===== config.mk =====
export PLATFORM = sky130hd
export DESIGN_NAME = if_id_pipe_stage
export DESIGN_NICKNAME = d
export VERILOG_FILES = /design/src/rtl/if_id_pipe_stage.sv
export SDC_FILE = /design/constraint.sdc
export NUM_CORES = 1
export LEC_CHECK = 0
export CAP_MARGIN = 20
export CORE_AREA = 2 2 122 124
export DETAILED_ROUTE_END_ITERATION = 7
export DIE_AREA = 0 0 124 126
export GPL_ROUTABILITY_DRIVEN = 0
export PLACE_DENSITY = 0.8
export SLEW_MARGIN = 0
export SYNTH_ARGS = -nofsm -noshare
export SYNTH_HDL_FRONTEND = slang
export SYNTH_SLANG_ARGS = --single-unit

===== constraint.sdc =====
create_clock -name clk -period 1.58 [get_ports clk]
set_input_delay 0.316 -clock clk [delete_from_list [all_inputs] [get_ports clk]]
set_output_delay 0.316 -clock clk [all_outputs]
set_load 0.005 [all_outputs]

===== src/rtl/if_id_pipe_stage.sv =====
// IF->ID pipeline stage: valid/ready handshake, optional 2-entry skid buffer,
// flush/squash, and MIPS field decode of the head instruction.
module if_id_pipe_stage #(
    parameter int unsigned         PC_W      = 32,
    parameter int unsigned         INSTR_W   = 32,
    parameter logic [PC_W-1:0]     RESET_PC  = 32'h8000_0000,
    parameter logic [INSTR_W-1:0]  NOP_INSTR = 32'h0000_0000,
    parameter bit                  SKID      = 1'b1
) (
    input  logic               clk,
    input  logic               reset,
    input  logic               flush,
    input  logic               in_valid,
    output logic               in_ready,
    input  logic [PC_W-1:0]    in_pc,
    input  logic [INSTR_W-1:0] in_instr,
    output logic               out_valid,
    input  logic               out_ready,
    output logic [PC_W-1:0]    out_pc,
    output logic [INSTR_W-1:0] out_instr,
    output logic [5:0]         opcode,
    output logic [4:0]         rs,
    output logic [4:0]         rt,
    output logic [4:0]         rd,
    output logic [4:0]         shamt,
    output logic [5:0]         funct,
    output logic [15:0]        imm16,
    output logic [25:0]        jt,
    output logic [1:0]         occupancy
);

    localparam int unsigned OCC_W = 2;

    typedef enum logic [1:0] {
        ST_EMPTY = 2'd0,
        ST_MAIN  = 2'd1,
        ST_FULL  = 2'd2
    } state_t;

    state_t             state;
    logic               in_ready_q;
    logic [PC_W-1:0]    skid_pc;
    logic [INSTR_W-1:0] skid_instr;
    logic               push;
    logic               pop;

    // With the skid buffer, ready is a flop so out_ready never reaches in_ready combinationally.
    assign in_ready = SKID ? in_ready_q : (out_ready | ~out_valid);

    assign push = in_valid & in_ready;
    assign pop  = out_valid & out_ready;

    // Head/skid storage and occupancy tracking; reset beats flush beats handshakes.
    always_ff @(posedge clk) begin
        if (!reset) begin
            state      <= ST_EMPTY;
            out_valid  <= 1'b0;
            occupancy  <= OCC_W'(0);
            out_pc     <= RESET_PC;
            out_instr  <= NOP_INSTR;
            skid_pc    <= '0;
            skid_instr <= '0;
            in_ready_q <= 1'b1;
        end else if (flush) begin
            // Same-cycle push is dropped; a same-cycle pop is already consumed by decode.
            state      <= ST_EMPTY;
            out_valid  <= 1'b0;
            occupancy  <= OCC_W'(0);
            out_instr  <= NOP_INSTR;
            skid_pc    <= '0;
            skid_instr <= '0;
            in_ready_q <= 1'b1;
        end else begin
            case (state)
                ST_EMPTY: begin
                    if (push) begin
                        state     <= ST_MAIN;
                        out_valid <= 1'b1;
                        occupancy <= OCC_W'(1);
                        out_pc    <= in_pc;
                        out_instr <= in_instr;
                    end
                    in_ready_q <= 1'b1;
                end
                ST_MAIN: begin
                    if (push && pop) begin
                        out_pc    <= in_pc;
                        out_instr <= in_instr;
                    end else if (push && SKID) begin
                        // Decode stalled: park the new entry behind the head.
                        state      <= ST_FULL;
                        occupancy  <= OCC_W'(2);
                        skid_pc    <= in_pc;
                        skid_instr <= in_instr;
                        in_ready_q <= 1'b0;
                    end else if (pop) begin
                        // Drained: present a NOP so decode never acts on stale bits.
                        state     <= ST_EMPTY;
                        out_valid <= 1'b0;
                        occupancy <= OCC_W'(0);
                        out_instr <= NOP_INSTR;
                    end
                end
                ST_FULL: begin
                    if (pop) begin
                        state      <= ST_MAIN;
                        occupancy  <= OCC_W'(1);
                        out_pc     <= skid_pc;
                        out_instr  <= skid_instr;
                        in_ready_q <= 1'b1;
                    end
                end
                default: begin
                    state      <= ST_EMPTY;
                    out_valid  <= 1'b0;
                    occupancy  <= OCC_W'(0);
                    out_instr  <= NOP_INSTR;
                    in_ready_q <= 1'b1;
                end
            endcase
        end
    end

    // MIPS field split of the head instruction.
    assign opcode = out_instr[31:26];
    assign rs     = out_instr[25:21];
    assign rt     = out_instr[20:16];
    assign rd     = out_instr[15:11];
    assign shamt  = out_instr[10:6];
    assign funct  = out_instr[5:0];
    assign imm16  = out_instr[15:0];
    assign jt     = out_instr[25:0];

endmodule


# Word-level counts from Yosys, hierarchy flattened
# Index checks and enable logic that the tools add are counted.
# word_totals
register_bits	132
in_bits	69
out_inout_bits	142
word_cells	60
# op_classes
eq_ne	12
n_mux	25
bitwise_logic	6
reduce_logical	10
# ops
op	n
32-bit two-way mux	8
32-bit case mux with 3 select lines	2
2-bit inequality test (second input constant)	7
2-bit two-way mux	5
5-bit AND reduction	2
3-bit inequality test (second input constant)	3
4-bit AND reduction	2
1-bit two-way mux	7
2-bit case mux with 3 select lines	1
3-bit AND reduction	2
1-bit inverter	4
1-bit case mux with 3 select lines	1
3-bit nonzero test	1
1-bit bitwise AND	2
2-bit by 1-bit == test with 1-bit output (second input constant)	1
2-bit == test (second input constant)	1
2-bit logical NOT	1
1-bit case mux with 2 select lines	1
2-bit OR reduction	1
1-bit logical AND	1

# Logic depth before layout (Yosys ltp)
# Gate-level depths: netlist of the first run.
# depth
word_depth	5
depth_mapped	7
mapped_depth_nobuf	4

# Worst setup path after synthesis of the first run
# No wires, ideal clock.
# synth_timing
path_type	register to register
start	register state[1]
end	register out_instr[13]
setup_ns	0.132
arrival_ns	1.362
t_required_ns	1.448
path_slack_ns	0.086
path_stages_with_launch	7
path_buffers	2
period_less_slack_ns	1.494
path_cell_list	dfxtp_1 buf_2 buf_2 mux2i_1 nor2_1 o21ai_0 a21oi_1
# synth_via
elab_chain_cells	3
word_cells_on_any_way	9
classes_between	eq/ne (6); mux (1); reduce/logical (2)
# synth_lines
element	line	source
from (decl)	40	state_t state;
from (signal assigned)	56	state <= ST_EMPTY;
from (signal assigned)	66	state <= ST_EMPTY;
from (signal assigned)	77	state <= ST_MAIN;
2-bit by 1-bit == test with 1-bit output, or another cell as far along	74	case (state)
3-bit inequality test (no line) or 2-bit inequality test (tied branches)	--	
4-bit AND reduction (no line)	--	
to (signal assigned)	81	out_instr <= in_instr;
to (signal assigned)	88	out_instr <= in_instr;
to (signal assigned)	109	out_instr <= skid_instr;
to (decl)	20	output logic [INSTR_W-1:0] out_instr,
# Parallel ways exist; a longest one is shown, timed or not.
# A chain may end at the register's enable or synchronous reset.

# Final worst setup path of the first run
# layout_timing
start	register state[0]
end	register skid_instr[15]
# layout_via
elab_chain_cells	2
# layout_lines
element	line	source
2-bit by 1-bit == test with 1-bit output	74	
3-bit AND reduction (no line)	--	
to (signal assigned)	94	skid_instr <= in_instr;
to (decl)	43	logic [INSTR_W-1:0] skid_instr;
# Every way passes these cells.

==> results.cfg, run 1 <==
[critical_path]
cp_slowest_stage_delay_ns = 0.37
critical_path_class = reg -> reg
critPathArrivalTime_ns = 1.93
worst-path-max-fanout = 18
slowest_stage = dfxtp_4
critPathLaunchType = register
crit_path_cell_trace = a21boi_4 > buf_6 > and3_4 > buf_12 > buf_12 > nand2_1 > a21oi_2
crit_required_ns = 1.92
path_delay_family = buffers and inverters
cp-end-kind = register
path_buf_inv = 3
cpMostUsedCell = buf_12

[clock_tree]
ctsHoldBuffers = 0
clk-insertion-delay-late_ns = 0.41
cts_tree = done
cts_buffer_depth = 2
cts_inserted_buffers = 17
path_clk_slew_ns = 0.06
clock-root-buffer = clkbuf_16
cts.sinks = 132
cts_max_level = 4

[floorplan]
die_w_um = 124
core_um2 = 14300
rows = 44
io_pins = 211
dieArea_um2 = 15600
start_util_pct = 45.9
die_h_um = 126

[synthesis]
yosys_warnings = 0
yosys-top-cells-count = nand2_1, dfxtp_1, a21oi_1
synth_edf_count = 0
yosysSeqAreaShare_pct = 40.2
synthMuxAreaShare_pct = 10.4
yosys.area.top_type_share_pct = 40.2
async_reset_ff_share_pct = 0
syn_nets = 892
synth-compound-area-share_pct = 20.0
synth-simple-area-share_pct = 15.6
synth_largest_area_cell = dfxtp_1
synth_seq_cells = 132
synth.cell_area_um2 = 6570
synth_most_common_cell = nand2_1
synth-xor-area-share_pct = 0
synth_top_family_by_area = compound AO/OA/AOI/OAI gates
synthAdderAreaFrac_pct = 0
synth_cell_types = 31
syn_area_per_cell_um2 = 7.98
netlist_top_cells_area = dfxtp_1, nand2_1, buf_4, a21oi_1, o21ai_0
synthCells = 823
synthFlopType = dfxtp_1

[placement]
dp_hpwl_um = 11700
port_buffers = 210
dp_slack_ns = -0.399
post_dp_cell_area_um2 = 8500

[sta]
fmax_mhz = 630
rsz0062_at_grt = true
fin_skew_ns = 0.00561
min_period_ns = 1.59
finalCritPeriodShare_pct = 100
relSlewSlack_pct = 78.1
hold_viol_final = 0
setup_ws_ns = -0.00619
final-setup-viol-count = 1
drv_slew = 0
worst_pin_slew_ns = 0.328
timing.hold.ws_ns = 0.247

[status]
violations = setup timing
status = finished with violations

[power_and_ir_drop]
ir_worst_vdd_mv = 0.662
leakage_nw = 4.47
power.total_mw = 8.89
p_per_area_nw_per_um2 = 920

[final_layout]
seq_area_um2 = 2720
fillers = 1159
diodes = 0
drive_above_1_share_pct = 21.5
area_growth_syn_to_layout_pct = 47.0
multi_input_area_um2 = 3160
fin_nets = 1049
fin_area_um2 = 9660

[detailed_routing]
drt-vias-per-instance = 5.40
wirelength_um = 19800
post_drt_wl_per_cell_um = 16.8
drc = 0
drt_iter0_markers = 388
drtAntennaViolNets = 0
vias = 6355
first_pass_iters = 4

[grt]
grt_usage_pct = 24.0
grt_max_degree = 50
antenna_found_initial = 0
grt_pass1_vias = 5926
grt_pass1_wl_um = 29700
overflow = 0

[worst_hold_path]
hold_path.class = in -> reg

[flow_run]
cap_violations = 0
power breakdown:
group / internal (mW) / switching (mW)
combinational: 0.667 / 0.583
clock: 2.73 / 1.43
sequential: 3.42 / 0.0666
timing repair:
item                                    in CTS  in global routing
cloned                                       4                  5
gates resized for setup                    175                 95
buffers inserted                            18                  6
pin swaps                                    3                 31
hold endpoints to repair                     0                  0
endpoints found under the setup margin     146                122
cells in the final DEF, fill, tap and decap left out, drive strengths merged, types with 3 or more instances in the layout:
master and instances:
nand2 163, dfxtp 132, dlygate4sd2 115, a21oi 101, o21ai 95, clkdlybuf4s50 68, buf 68, nor2 35
and3 34, mux2i 32, mux2 32, o211ai 31, clkbuf 27, dlymetal6s2s 25, inv 3, or2 3
bufinv 3, clkinv 3, nand3 3
layer usage:
| metal | track usage, % | vias up | part of all wire (%) |
|---|---|---|---|
| li1 | - | 3060 | - |
| met1 | 29.2 | 3011 | 41 |
| met2 | 40.8 | 256 | 50 |
| met3 | 6.02 | 28 | 7.3 |
| met4 | 8.92 | 0 | 1.7 |
| met5 | 0 | - | 0 |
flip-flops by register name, summed over array words and instances (netlist names):
register	count
out_instr	32
state	2
skid_pc	32
out_pc	32
skid_instr	32
out_valid	1
in_ready	1
final cells by class:
cell class	count	area share, %
clock buffer	24	5.30
clock inverter	8	1.24
inverter	3	0.117
multi-input combinational	545	32.7
sequential	132	28.2
tap	184	2.38
timing repair buffer	281	30.1
cells by family (layout without fill, tap and decap cells):
group	Yosys count	count (layout)
simple gates	243	245
mux	64	64
flops	132	132
compound gates	236	236
buf+inv	148	316
worst min-delay path: cells and delay by family:
family | cells | cell delay, ns
AOI/OAI and AO/OA | 1 | 0.06
buffers and inverters | 1 | 0.16
and+or+nand+nor | 1 | 0.07
worst paths after layout:
check / startpoint / end / slack, ns / cells after the start
worst min register to register: skid_pc[0] / skid_pc[0] / 0.45 / 2
worst max-delay path: state[0] / skid_instr[15] / -0.006 / 7
worst min-delay path: reset / out_pc[26] / 0.25 / 3
worst max register to register: state[0] / skid_instr[15] / -0.006 / 7
stage by stage:
stage | utilization [%] | TNS, ns | cells
finish | 67.5 | -0.00619 | 1177
global route | 67.5 | -1.30 | 1177
CTS | 65.2 | -0.695 | 1167
detailed placement | 59.4 | -43.21 | 1113
global placement | 59.4 | -38.71 | 1113
floorplan | - | 0 | 823
Power figures use the tool's default switching activity.
==> inputs of run 2 (changes only) <==
--- a/config.mk
+++ b/config.mk
@@ -7,6 +7,7 @@
 export LEC_CHECK = 0
 export CAP_MARGIN = 20
 export CORE_AREA = 2 2 122 124
+export CTS_CLUSTER_DIAMETER = 60
 export DETAILED_ROUTE_END_ITERATION = 7
 export DIE_AREA = 0 0 124 126
 export GPL_ROUTABILITY_DRIVEN = 0
==> results of run 2 <==
The final DEF is identical to that of run 1; final timing and power are the same.
